===== config.mk =====
export PLATFORM = sky130hd
export DESIGN_NAME = tile_sequencer
export DESIGN_NICKNAME = d
export VERILOG_FILES = /design/src/rtl/tile_sequencer.sv
export SDC_FILE = /design/constraint.sdc
export NUM_CORES = 1
export LEC_CHECK = 0
export CAP_MARGIN = 0
export CORE_ASPECT_RATIO = 1.4
export CORE_MARGIN = 2
export CORE_UTILIZATION = 40
export CTS_BUF_LIST = sky130_fd_sc_hd__clkbuf_4
export DETAILED_ROUTE_END_ITERATION = 7
export PLACE_DENSITY = 0.77
export REMOVE_ABC_BUFFERS = 1
export SLEW_MARGIN = 20
export SYNTH_ARGS = -nofsm -noshare
export SYNTH_HDL_FRONTEND = slang
export SYNTH_SLANG_ARGS = --single-unit

===== constraint.sdc =====
create_clock -name clk -period 2.2 [get_ports clk]
set_input_delay 0.44 -clock clk [delete_from_list [all_inputs] [get_ports clk]]
set_output_delay 0.44 -clock clk [all_outputs]
set_load 0.02 [all_outputs]

===== src/rtl/tile_sequencer.sv =====
// rtl/tile_sequencer.sv - per-tile weight-load / compute / write-back scheduler with phase watchdog
module tile_sequencer #(
    parameter int WIDTH_HEIGHT = 16,
    parameter int ADDR_W       = 8,
    parameter int TILE_W       = 8,
    parameter int TIMEOUT      = 1024
) (
    input  logic              clk,
    input  logic              reset,
    input  logic              cmd_valid,
    output logic              cmd_ready,
    input  logic [TILE_W-1:0] cmd_num_tiles,
    input  logic [ADDR_W-1:0] cmd_in_base,
    input  logic [ADDR_W-1:0] cmd_wt_base,
    input  logic [ADDR_W-1:0] cmd_out_base,
    output logic              wt_start,
    output logic              sys_start,
    output logic              wr_start,
    input  logic              wt_done,
    input  logic              sys_done,
    input  logic              wr_done,
    output logic [ADDR_W-1:0] in_addr,
    output logic [ADDR_W-1:0] wt_addr,
    output logic [ADDR_W-1:0] out_addr,
    output logic [TILE_W-1:0] tile_idx,
    output logic              busy,
    output logic              cmd_done,
    output logic              error
);

    localparam int CNT_W = $clog2(TIMEOUT) + 1;

    typedef enum logic [2:0] {
        S_IDLE, S_LOAD_W, S_COMPUTE, S_WRITE, S_DONE, S_ERR
    } state_t;

    state_t            state, state_nxt;
    logic [TILE_W-1:0] num_tiles, num_tiles_nxt, tile_idx_nxt;
    logic [ADDR_W-1:0] in_addr_nxt, wt_addr_nxt, out_addr_nxt;
    logic [CNT_W-1:0]  phase_cnt, phase_cnt_nxt;
    logic              wt_done_q, sys_done_q, wr_done_q;
    logic              wt_start_nxt, sys_start_nxt, wr_start_nxt;
    logic              wt_rise, sys_rise, wr_rise;
    logic              first_cycle, timeout_hit, in_phase_nxt;

    assign wt_rise     = wt_done  & ~wt_done_q;
    assign sys_rise    = sys_done & ~sys_done_q;
    assign wr_rise     = wr_done  & ~wr_done_q;
    // The start-pulse cycle of a phase is the one with a cleared counter.
    assign first_cycle = (phase_cnt == '0);
    assign timeout_hit = (phase_cnt == CNT_W'(TIMEOUT - 2));

    always_comb begin
        state_nxt     = state;
        num_tiles_nxt = num_tiles;
        tile_idx_nxt  = tile_idx;
        in_addr_nxt   = in_addr;
        wt_addr_nxt   = wt_addr;
        out_addr_nxt  = out_addr;
        wt_start_nxt  = 1'b0;
        sys_start_nxt = 1'b0;
        wr_start_nxt  = 1'b0;
        case (state)
            S_IDLE: begin
                if (cmd_valid) begin
                    num_tiles_nxt = cmd_num_tiles;
                    tile_idx_nxt  = '0;
                    in_addr_nxt   = cmd_in_base;
                    wt_addr_nxt   = cmd_wt_base;
                    out_addr_nxt  = cmd_out_base;
                    if (cmd_num_tiles == '0) begin
                        state_nxt = S_DONE;
                    end else begin
                        state_nxt    = S_LOAD_W;
                        wt_start_nxt = 1'b1;
                    end
                end
            end
            S_LOAD_W: begin
                if (wt_rise && !first_cycle) begin
                    state_nxt     = S_COMPUTE;
                    sys_start_nxt = 1'b1;
                end else if (timeout_hit) begin
                    state_nxt = S_ERR;
                end
            end
            S_COMPUTE: begin
                if (sys_rise && !first_cycle) begin
                    state_nxt    = S_WRITE;
                    wr_start_nxt = 1'b1;
                end else if (timeout_hit) begin
                    state_nxt = S_ERR;
                end
            end
            S_WRITE: begin
                if (wr_rise && !first_cycle) begin
                    if (tile_idx == num_tiles - TILE_W'(1)) begin
                        state_nxt = S_DONE;
                    end else begin
                        state_nxt    = S_LOAD_W;
                        wt_start_nxt = 1'b1;
                        tile_idx_nxt = tile_idx + TILE_W'(1);
                        in_addr_nxt  = in_addr  + ADDR_W'(WIDTH_HEIGHT);
                        wt_addr_nxt  = wt_addr  + ADDR_W'(WIDTH_HEIGHT);
                        out_addr_nxt = out_addr + ADDR_W'(WIDTH_HEIGHT);
                    end
                end else if (timeout_hit) begin
                    state_nxt = S_ERR;
                end
            end
            S_DONE:  state_nxt = S_IDLE;
            S_ERR:   state_nxt = S_ERR;
            default: state_nxt = S_IDLE;
        endcase

        in_phase_nxt = (state_nxt == S_LOAD_W) || (state_nxt == S_COMPUTE) ||
                       (state_nxt == S_WRITE);
        // WRITE -> LOAD_W is a state change, so each tile's phases restart the count.
        if (!in_phase_nxt || state_nxt != state)
            phase_cnt_nxt = '0;
        else
            phase_cnt_nxt = phase_cnt + CNT_W'(1);
    end

    always_ff @(posedge clk) begin
        if (reset) begin
            state      <= S_IDLE;
            num_tiles  <= '0;
            tile_idx   <= '0;
            in_addr    <= '0;
            wt_addr    <= '0;
            out_addr   <= '0;
            phase_cnt  <= '0;
            wt_done_q  <= 1'b0;
            sys_done_q <= 1'b0;
            wr_done_q  <= 1'b0;
            wt_start   <= 1'b0;
            sys_start  <= 1'b0;
            wr_start   <= 1'b0;
            cmd_done   <= 1'b0;
            error      <= 1'b0;
            busy       <= 1'b0;
            cmd_ready  <= 1'b1;
        end else begin
            state      <= state_nxt;
            num_tiles  <= num_tiles_nxt;
            tile_idx   <= tile_idx_nxt;
            in_addr    <= in_addr_nxt;
            wt_addr    <= wt_addr_nxt;
            out_addr   <= out_addr_nxt;
            phase_cnt  <= phase_cnt_nxt;
            wt_done_q  <= wt_done;
            sys_done_q <= sys_done;
            wr_done_q  <= wr_done;
            wt_start   <= wt_start_nxt;
            sys_start  <= sys_start_nxt;
            wr_start   <= wr_start_nxt;
            cmd_done   <= (state_nxt == S_DONE);
            error      <= (state_nxt == S_ERR);
            busy       <= (state_nxt != S_IDLE) && (state_nxt != S_ERR);
            cmd_ready  <= (state_nxt == S_IDLE);
        end
    end

endmodule


==> reports/metrics.yaml, run 1 <==
routing:
  dr_total_vias: 3498
  avgViaCountPerCell: 5.62
  detail_route.wl_per_cell_um: 16.0
  antenna_left: 0
  drtIter0Drc: 216
  drc_errors: 0
  dr.pass1.iters: 5
  wirelength_um: 9960
critical_path:
  startpoint: "num_tiles[1]"
  ff2ff_path_depth: 8
  cp_max_fo: 6
  crit_type: "register to register"
  r2r-start: "num_tiles[1]"
  cp-start-kind: "register"
  worst_r2r_endpoint: "wt_addr[6]"
  end_kind: "register"
  regToRegSetupSlack_ps: -190
  arrival_ps: 2680
  worstPathRequired_ps: 2490
  worstSetupEndpoint: "wt_addr[6]"
timing:
  fin_skew_ps: 11.1
  rsz0062_at_grt: "true"
  min_period_ps: 2390
  fin_setup_tns_ps: -4900
  finalSetupViolCount: 36
  finalCritPeriodShare: 1.09
  fmax_mhz: 418
  finalWorstSetupSlack_ps: -192
  slew_violations: 0
  slew-limit-headroom: 0.695
  hold_ws_ps: 449
  tightest_slew_ps: 454
  hold_violations: 0
logic_synthesis:
  synth-edff-count: 0
  synth_ff_type: "dfxtp_1"
  synth_fa_ha_area_frac: 0.0305
  synth-xor-area-share: 0.0453
  synth_compound_area_frac: 0.207
  ys_seq_area_frac: 0.390
  ys_ff_latch: 64
  synth.area.mux_share: 0.00609
  async_reset_ff_frac: 0
  synth_top_family_by_area: "simple AND/OR/NAND/NOR gates"
  avgSynthCellArea_um2: 8.19
  ys.warnings.count: 0
  synth_simple_gate_area_share: 0.269
  synth_area_um2: 3290
  synth.distinct_cells: 58
  postSynthCellCount: 401
cells_and_area:
  diodes: 0
  final_cells: 622
  syn2layout_area_growth_pct: 46.1
  ff_latch_area_um2: 1290
  multi_input_area_um2: 1990
  n_fill_cell: 709
  post-route-cell-area_um2: 4800
  final_common_cell: "clkdlybuf4s50_1"
  fin_util: 0.596
  drive_gt1_frac: 0.227
  finalNetCount: 562
  final_cell_mix: "clkdlybuf4s50_1, nand2_1, dfxtp_1"
hold_path:
  worstHoldPathCells: 4
  min_path_type: "input pin to register"
place:
  dp_slack_ps: -276
  io_buffers: 76
  hpwl_um: 6840
  placed_cell_area_um2: 4420
  place.gp.congestion: 0.980
  place_inst: 604
global_routing:
  antenna_found_initial: 0
  grt_max_degree: 42
  grt_pass1_vias: 3517
  grt_pass1_wl_um: 15900
  grt_usage: 0.222
  overflow: 0
floorplan:
  die_y_um: 111
  io_pins: 77
  std_cell_rows: 39
  dieArea_um2: 8960
  core-area_um2: 8050
  die_w_um: 80.6
  start_util: 0.408
flow_run:
  drv_cap: 0
cts:
  cts_root_buf: "clkbuf_4"
  cts_tree: "done"
  clk_pin_slew_worst_paths_ps: 110
  clock_sinks: 64
  cts_buffers: 9
  cts.path.max_buffers: 2
  cts_hold_buf: 0
  worstSkewPairLatency_ps: 400
  htreeDepth: 3
power_and_ir_drop:
  power_mw: 2.74
  peakVddDrop_mv: 0.306
  p_per_area_nw_per_um2: 572
  power.leakage_nw: 1.77
status:
  violations: "setup timing"
  run_status: "complete, but fails checks"
logic make-up (layout without fill, tap and decap cells):
| kind of cell | after synthesis | after routing |
|---|---|---|
| and+or+nand+nor | 176 | 177 |
| AOI/OAI and AO/OA | 97 | 97 |
| DFF | 64 | 64 |
| buffers and inverters | 37 | 155 |
| xor gates and xnor gates | 17 | 17 |
| adders and majority gates | 8 | 8 |
| muxes | 2 | 2 |
state kept, by name (all words and copies together), names as in the netlist:
name	flops
wt_addr	8
cmd_ready	1
out_addr	8
phase_cnt	11
wt_done_q	1
wr_start	1
sys_done_q	1
busy	1
sys_start	1
wr_done_q	1
in_addr	8
state	3
cmd_done	1
error	1
tile_idx	8
wt_start	1
num_tiles	8
final cells by class:
cell class,instances,share of cell area
inverter,11,0.00860
timing repair buffer,129,0.245
tap,102,0.0266
clock inverter,6,0.0227
clock buffer,9,0.0141
sequential,64,0.268
multi-input combinational,301,0.415
metal layers:
| layer | global-route usage | vias up | share of wire |
|---|---|---|---|
| met3 | 0.0375 | 29 | 0.047 |
| met1 | 0.247 | 1670 | 0.38 |
| met5 | 0 | - | 0 |
| li1 | - | 1671 | - |
| met2 | 0.396 | 128 | 0.55 |
| met4 | 0.107 | 0 | 0.023 |
worst max-delay path, stage by stage (launching register included):
cell and delay [ps]:
dfxtp_2 360, or4_4 530, or4_4 430, o211a_1 150
o21ai_2 110, a211o_1 250, buf_6 170, nand2_8 70
a32o_1 210
worst min path at each step:
stage                             from      endpoint  slack [ps]
after floorplan           num_tiles[7]  num_tiles[7]         440
after global placement      in_addr[0]    in_addr[0]         440
after detailed placement   out_addr[1]   out_addr[1]         450
after CTS                        reset     sys_start         420
after global routing             reset     sys_start         460
final                            reset     sys_start         450
report_power, final:
group / switching (mW) / total (mW) / leakage (nW) / internal [mW]
Sequential: 0.0413 / 1.25 / 0.524 / 1.21
Combinational: 0.246 / 0.492 / 1.15 / 0.246
Clock: 0.437 / 1.01 / 0.0957 / 0.568
cell usage after synthesis, types with 4 or more instances:
| library cell | n | area, µm² |
|---|---|---|
| nor3_1 | 10 | 50.1 |
| xor2_1 | 11 | 96.3 |
| dfxtp_1 | 64 | 1280 |
| nand2b_1 | 6 | 37.5 |
| a31oi_1 | 4 | 25.0 |
| and3_1 | 4 | 25.0 |
| xnor2_1 | 6 | 52.6 |
| inv_1 | 11 | 41.3 |
| a21oi_1 | 34 | 170 |
| nand3_1 | 22 | 110 |
| nor4_1 | 7 | 43.8 |
| nor2_1 | 25 | 93.8 |
| o31ai_1 | 4 | 30.0 |
| o21ai_0 | 7 | 35.0 |
| o32ai_1 | 5 | 43.8 |
| nand4_1 | 6 | 37.5 |
| ha_1 | 8 | 100 |
| a22oi_1 | 4 | 30.0 |
| or3_1 | 5 | 31.3 |
| nand3b_1 | 6 | 45.0 |
| nand2_1 | 67 | 251 |
| o2111ai_1 | 5 | 43.8 |
| clkbuf_1 | 18 | 67.6 |
| a21oi_2 | 11 | 96.3 |
what timing repair did:
item,in CTS,in global routing
setup buffers,2,0
gates resized for setup,20,17
pin swaps,17,4
endpoints found under the hold margin,0,0
cloned,1,0
endpoints found under the setup margin,37,37
(Power assumes the default switching activity.)
==> run 2, diff against run 1 <==
--- a/config.mk
+++ b/config.mk
@@ -5,15 +5,15 @@
 export SDC_FILE = /design/constraint.sdc
 export NUM_CORES = 1
 export LEC_CHECK = 0
+export ABC_AREA = 1
 export CAP_MARGIN = 0
-export CORE_ASPECT_RATIO = 1.4
 export CORE_MARGIN = 2
 export CORE_UTILIZATION = 40
 export CTS_BUF_LIST = sky130_fd_sc_hd__clkbuf_4
 export DETAILED_ROUTE_END_ITERATION = 7
 export PLACE_DENSITY = 0.77
 export REMOVE_ABC_BUFFERS = 1
-export SLEW_MARGIN = 20
+export SLEW_MARGIN = 10
 export SYNTH_ARGS = -nofsm -noshare
 export SYNTH_HDL_FRONTEND = slang
 export SYNTH_SLANG_ARGS = --single-unit
==> run 2 against run 1 <==
The run now ends clean. Cell count increased by 6.9%. Critical endpoint is now phase_cnt[5]. Synthesized area decreased by 1.6%. Clock skew increased by 1.1 ps.
==> reports/metrics.yaml, run 2 <==
logic_synthesis:
  synth.area.top_cells: "dfxtp_1, nand2_1, nor2_1"  # was dfxtp_1, nand2_1, a21oi_1
  ys_ff_latch: 64  # unchanged
  synth_ff_type: "dfxtp_1"  # unchanged
  avgSynthCellArea_um2: 7.00  # was 8.19 µm²
  postSynthCellCount: 462  # was 401
  synth_area_um2: 3230  # was 3290 µm²
  ys.warnings.count: 0  # unchanged
  synth_top_area_share: 0.396  # was 0.390
  synth.distinct_cells: 33  # was 58
  async_reset_ff_frac: 0  # unchanged
  ys_seq_area_frac: 0.396  # was 0.390
  synthTopCellsByCount: "nand2_1, dfxtp_1, nor2_1, inv_1, a21oi_1"  # was nand2_1, dfxtp_1, a21oi_1, nor2_1, nand3_1
  yosysTopAreaCell: "dfxtp_1"  # unchanged
  synth-edff-count: 0  # unchanged
  post-synth-top-count-cell: "nand2_1"  # unchanged
flow_run:
  drv_cap: 0  # unchanged
power_and_ir_drop:
  p_per_area_nw_per_um2: 571  # was 572 nW/µm²
  power_mw: 2.56  # was 2.74 mW
  power.leakage_nw: 1.91  # was 1.77 nW
  peakVddDrop_mv: 0.392  # was 0.306 mV
cts:
  cts_hold_buf: 0  # unchanged
  cts_tree: "done"  # unchanged
  worstSkewPairLatency_ps: 400  # about the same
  clock_sinks: 64  # unchanged
  cts_root_buf: "clkbuf_4"  # unchanged
  clk_pin_slew_worst_paths_ps: 110  # about the same
  cts.path.max_buffers: 2  # unchanged
  htreeDepth: 3  # unchanged
  cts_buffers: 9  # unchanged
critical_path:
  end_kind: "register"  # unchanged
  r2r-start: "num_tiles[0]"  # was num_tiles[1]
  crit_top_cell: "nand2_1"  # was or4_4
  startpoint: "num_tiles[0]"  # was num_tiles[1]
  cp.buffers_inverters: 4  # was 1
  path_delay_family: "simple AND/OR/NAND/NOR gates"  # unchanged
  crit_type: "register to register"  # unchanged
  path_cells: "inv_4 > buf_4 > buf_4 > nand2_1 > nand2_1 > nand2_1 > nand2_1 > nand2_1 > nand2_1 > nor2_2 > nand2_2 > nand3_4 > nand2_4 > nand2_4 > nand3_4 > clkbuf_16 > nor2_2"  # was or4_4 > or4_4 > o211a_1 > o21ai_2 > a211o_1 > buf_6 > nand2_8 > a32o_1
  slowest_stage: "dfxtp_2"  # was or4_4
  worstPathRequired_ps: 2550  # was 2490 ps
  arrival_ps: 2430  # was 2680 ps
  cp-start-kind: "register"  # unchanged
  slowest_delay_ps: 390  # was 530 ps
  cp_max_fo: 7  # was 6
routing:
  dr.pass1.iters: 5  # unchanged
  drtIter0Drc: 130  # was 216
  drc_errors: 0  # unchanged
  wirelength_um: 8180  # was 9960 µm
  antenna_left: 0  # unchanged
  detail_route.wl_per_cell_um: 12.3  # was 16.0 µm
  dr_total_vias: 3225  # was 3498
  avgViaCountPerCell: 4.85  # was 5.62
global_routing:
  grt_pass1_vias: 3001  # was 3517
  grt_max_degree: 29  # was 42
  grt_pass1_wl_um: 13100  # was 15900 µm
  overflow: 0  # unchanged
  grt_usage: 0.187  # was 0.222
  antenna_found_initial: 1  # was 0
cells_and_area:
  final_cell_mix: "nand2_1, clkdlybuf4s50_1, dfxtp_1"  # was clkdlybuf4s50_1, nand2_1, dfxtp_1
  syn2layout_area_growth_pct: 38.7  # was 46.1%
  largest-register: "phase_cnt"  # unchanged
  final_common_cell: "nand2_1"  # was clkdlybuf4s50_1
  largest_reg_flops: 11  # unchanged
  n_fill_cell: 702  # was 709
  drive_gt1_frac: 0.144  # was 0.227
  finalNetCount: 604  # was 562
  final_cells: 665  # was 622
place:
  place.gp.congestion: 0.847  # was 0.980
  hpwl_um: 5720  # was 6840 µm
  io_buffers: 76  # unchanged
  place_inst: 638  # was 604
floorplan:
  die_y_um: 93.9  # was 111 µm
  core-area_um2: 7770  # was 8050 µm²
  start_util: 0.416  # was 0.408
  dieArea_um2: 8820  # was 8960 µm²
  std_cell_rows: 32  # was 39
  die_w_um: 93.9  # was 80.6 µm
  io_pins: 77  # unchanged
timing:
  hold_ws_ps: 476  # was 449 ps
  fmax_mhz: 479  # was 418 MHz
  min_period_ps: 2090  # was 2390 ps
  tightest_slew_ps: 405  # was 454 ps
  finalSetupViolCount: 0  # was 36
  slew-limit-headroom: 0.728  # was 0.695
  slew_violations: 0  # unchanged
  hold_violations: 0  # unchanged
  finalCritPeriodShare: 0.949  # was 1.09
  rsz0062_at_grt: "true"  # unchanged
  fin_skew_ps: 12.1  # was 11.1 ps
hold_path:
  worstHoldStart: "out_addr[2]"  # was reset
  min_path_type: "register to register"  # was input pin to register
status:
  run_status: "finished, final reports clean"  # was complete, but fails checks
[run 2: changes by cell type in the layout (fill, tap and decap cells not counted), moves of 6 or more]
cell      previous run  this run
inv_1               11        32
nor2_2               0        12
nand2_2              0         7
nor2_1              25        59
nand2_1             67       123
o21ai_0              5        19
a21oi_2             12         0
nor3_1              10         3
o21ai_1              1         8
nand3b_1             6         0
nand2b_1             6         0
buf_4               49        18
[run 2: final timing paths]
check	to	slack, ps	cells after the start
worst min-delay path	out_addr[2]	480	2
worst max register to register	phase_cnt[5]	110	17
worst max-delay path	phase_cnt[5]	110	17
worst min register to register	out_addr[2]	480	2
[run 2: cells by family after synthesis]
group,synth area share
AND/OR/NAND/NOR,0.344
flip-flops,0.396
AO/OA/AOI/OAI,0.0995
buffers and inverters,0.0720
XOR/XNOR,0.0542
adder cells (fa/ha/maj),0.0310
multiplexers,0.00310
[run 2: repair_timing]
action / CTS / global route
setup endpoints to repair: 0 / 33
gates resized for setup: 0 / 34
buffers inserted: 0 / 9
[run 2: metal layers]
layer	part of all wire	track usage
met2	0.50	0.323
met4	0.018	0.0556
met1	0.44	0.220
met5	0	0
met3	0.043	0.0594
[run 2: stage by stage]
| step | setup WS, ps | util | area [µm²] | TNS, ps |
|---|---|---|---|---|
| after floorplan | -25.9 | - | 3150 | -182 |
| after global placement | -35.7 | 0.534 | 4150 | -307 |
| after detailed placement | -81.0 | 0.534 | 4150 | -757 |
| after CTS | 65.7 | 0.550 | 4270 | 0 |
| after global routing | -60.8 | 0.577 | 4480 | -723 |
| final | 113 | 0.577 | 4480 | 0 |
[run 2: final cells by class]
| cell class | instances | area, µm² | area share |
|---|---|---|---|
| antenna | 1 | 2.50 | 0.000558 |
| timing repair buffer | 99 | 975 | 0.217 |
| multi-input combinational | 344 | 1820 | 0.405 |
| sequential | 64 | 1280 | 0.286 |
| clock inverter | 6 | 51.3 | 0.0114 |
| tap | 102 | 128 | 0.0285 |
| clock buffer | 9 | 67.6 | 0.0151 |
| inverter | 40 | 160 | 0.0357 |
[run 2: power by group]
part           leakage, nW  switching, mW  internal (mW)
Combinational         1.32          0.296          0.268
Sequential           0.525         0.0493           1.22
Clock               0.0681          0.406          0.326
[run 2: worst reg2reg max path, cell delays in order, from the launching register on]
cell and delay, ps:
dfxtp_2 390, inv_4 50, buf_4 140, buf_4 130, nand2_1 80, nand2_1 90
nand2_1 80, nand2_1 50, nand2_1 60, nand2_1 70, nor2_2 110, nand2_2 80
nand3_4 170, nand2_4 80, nand2_4 80, nand3_4 100, clkbuf_16 190, nor2_2 80
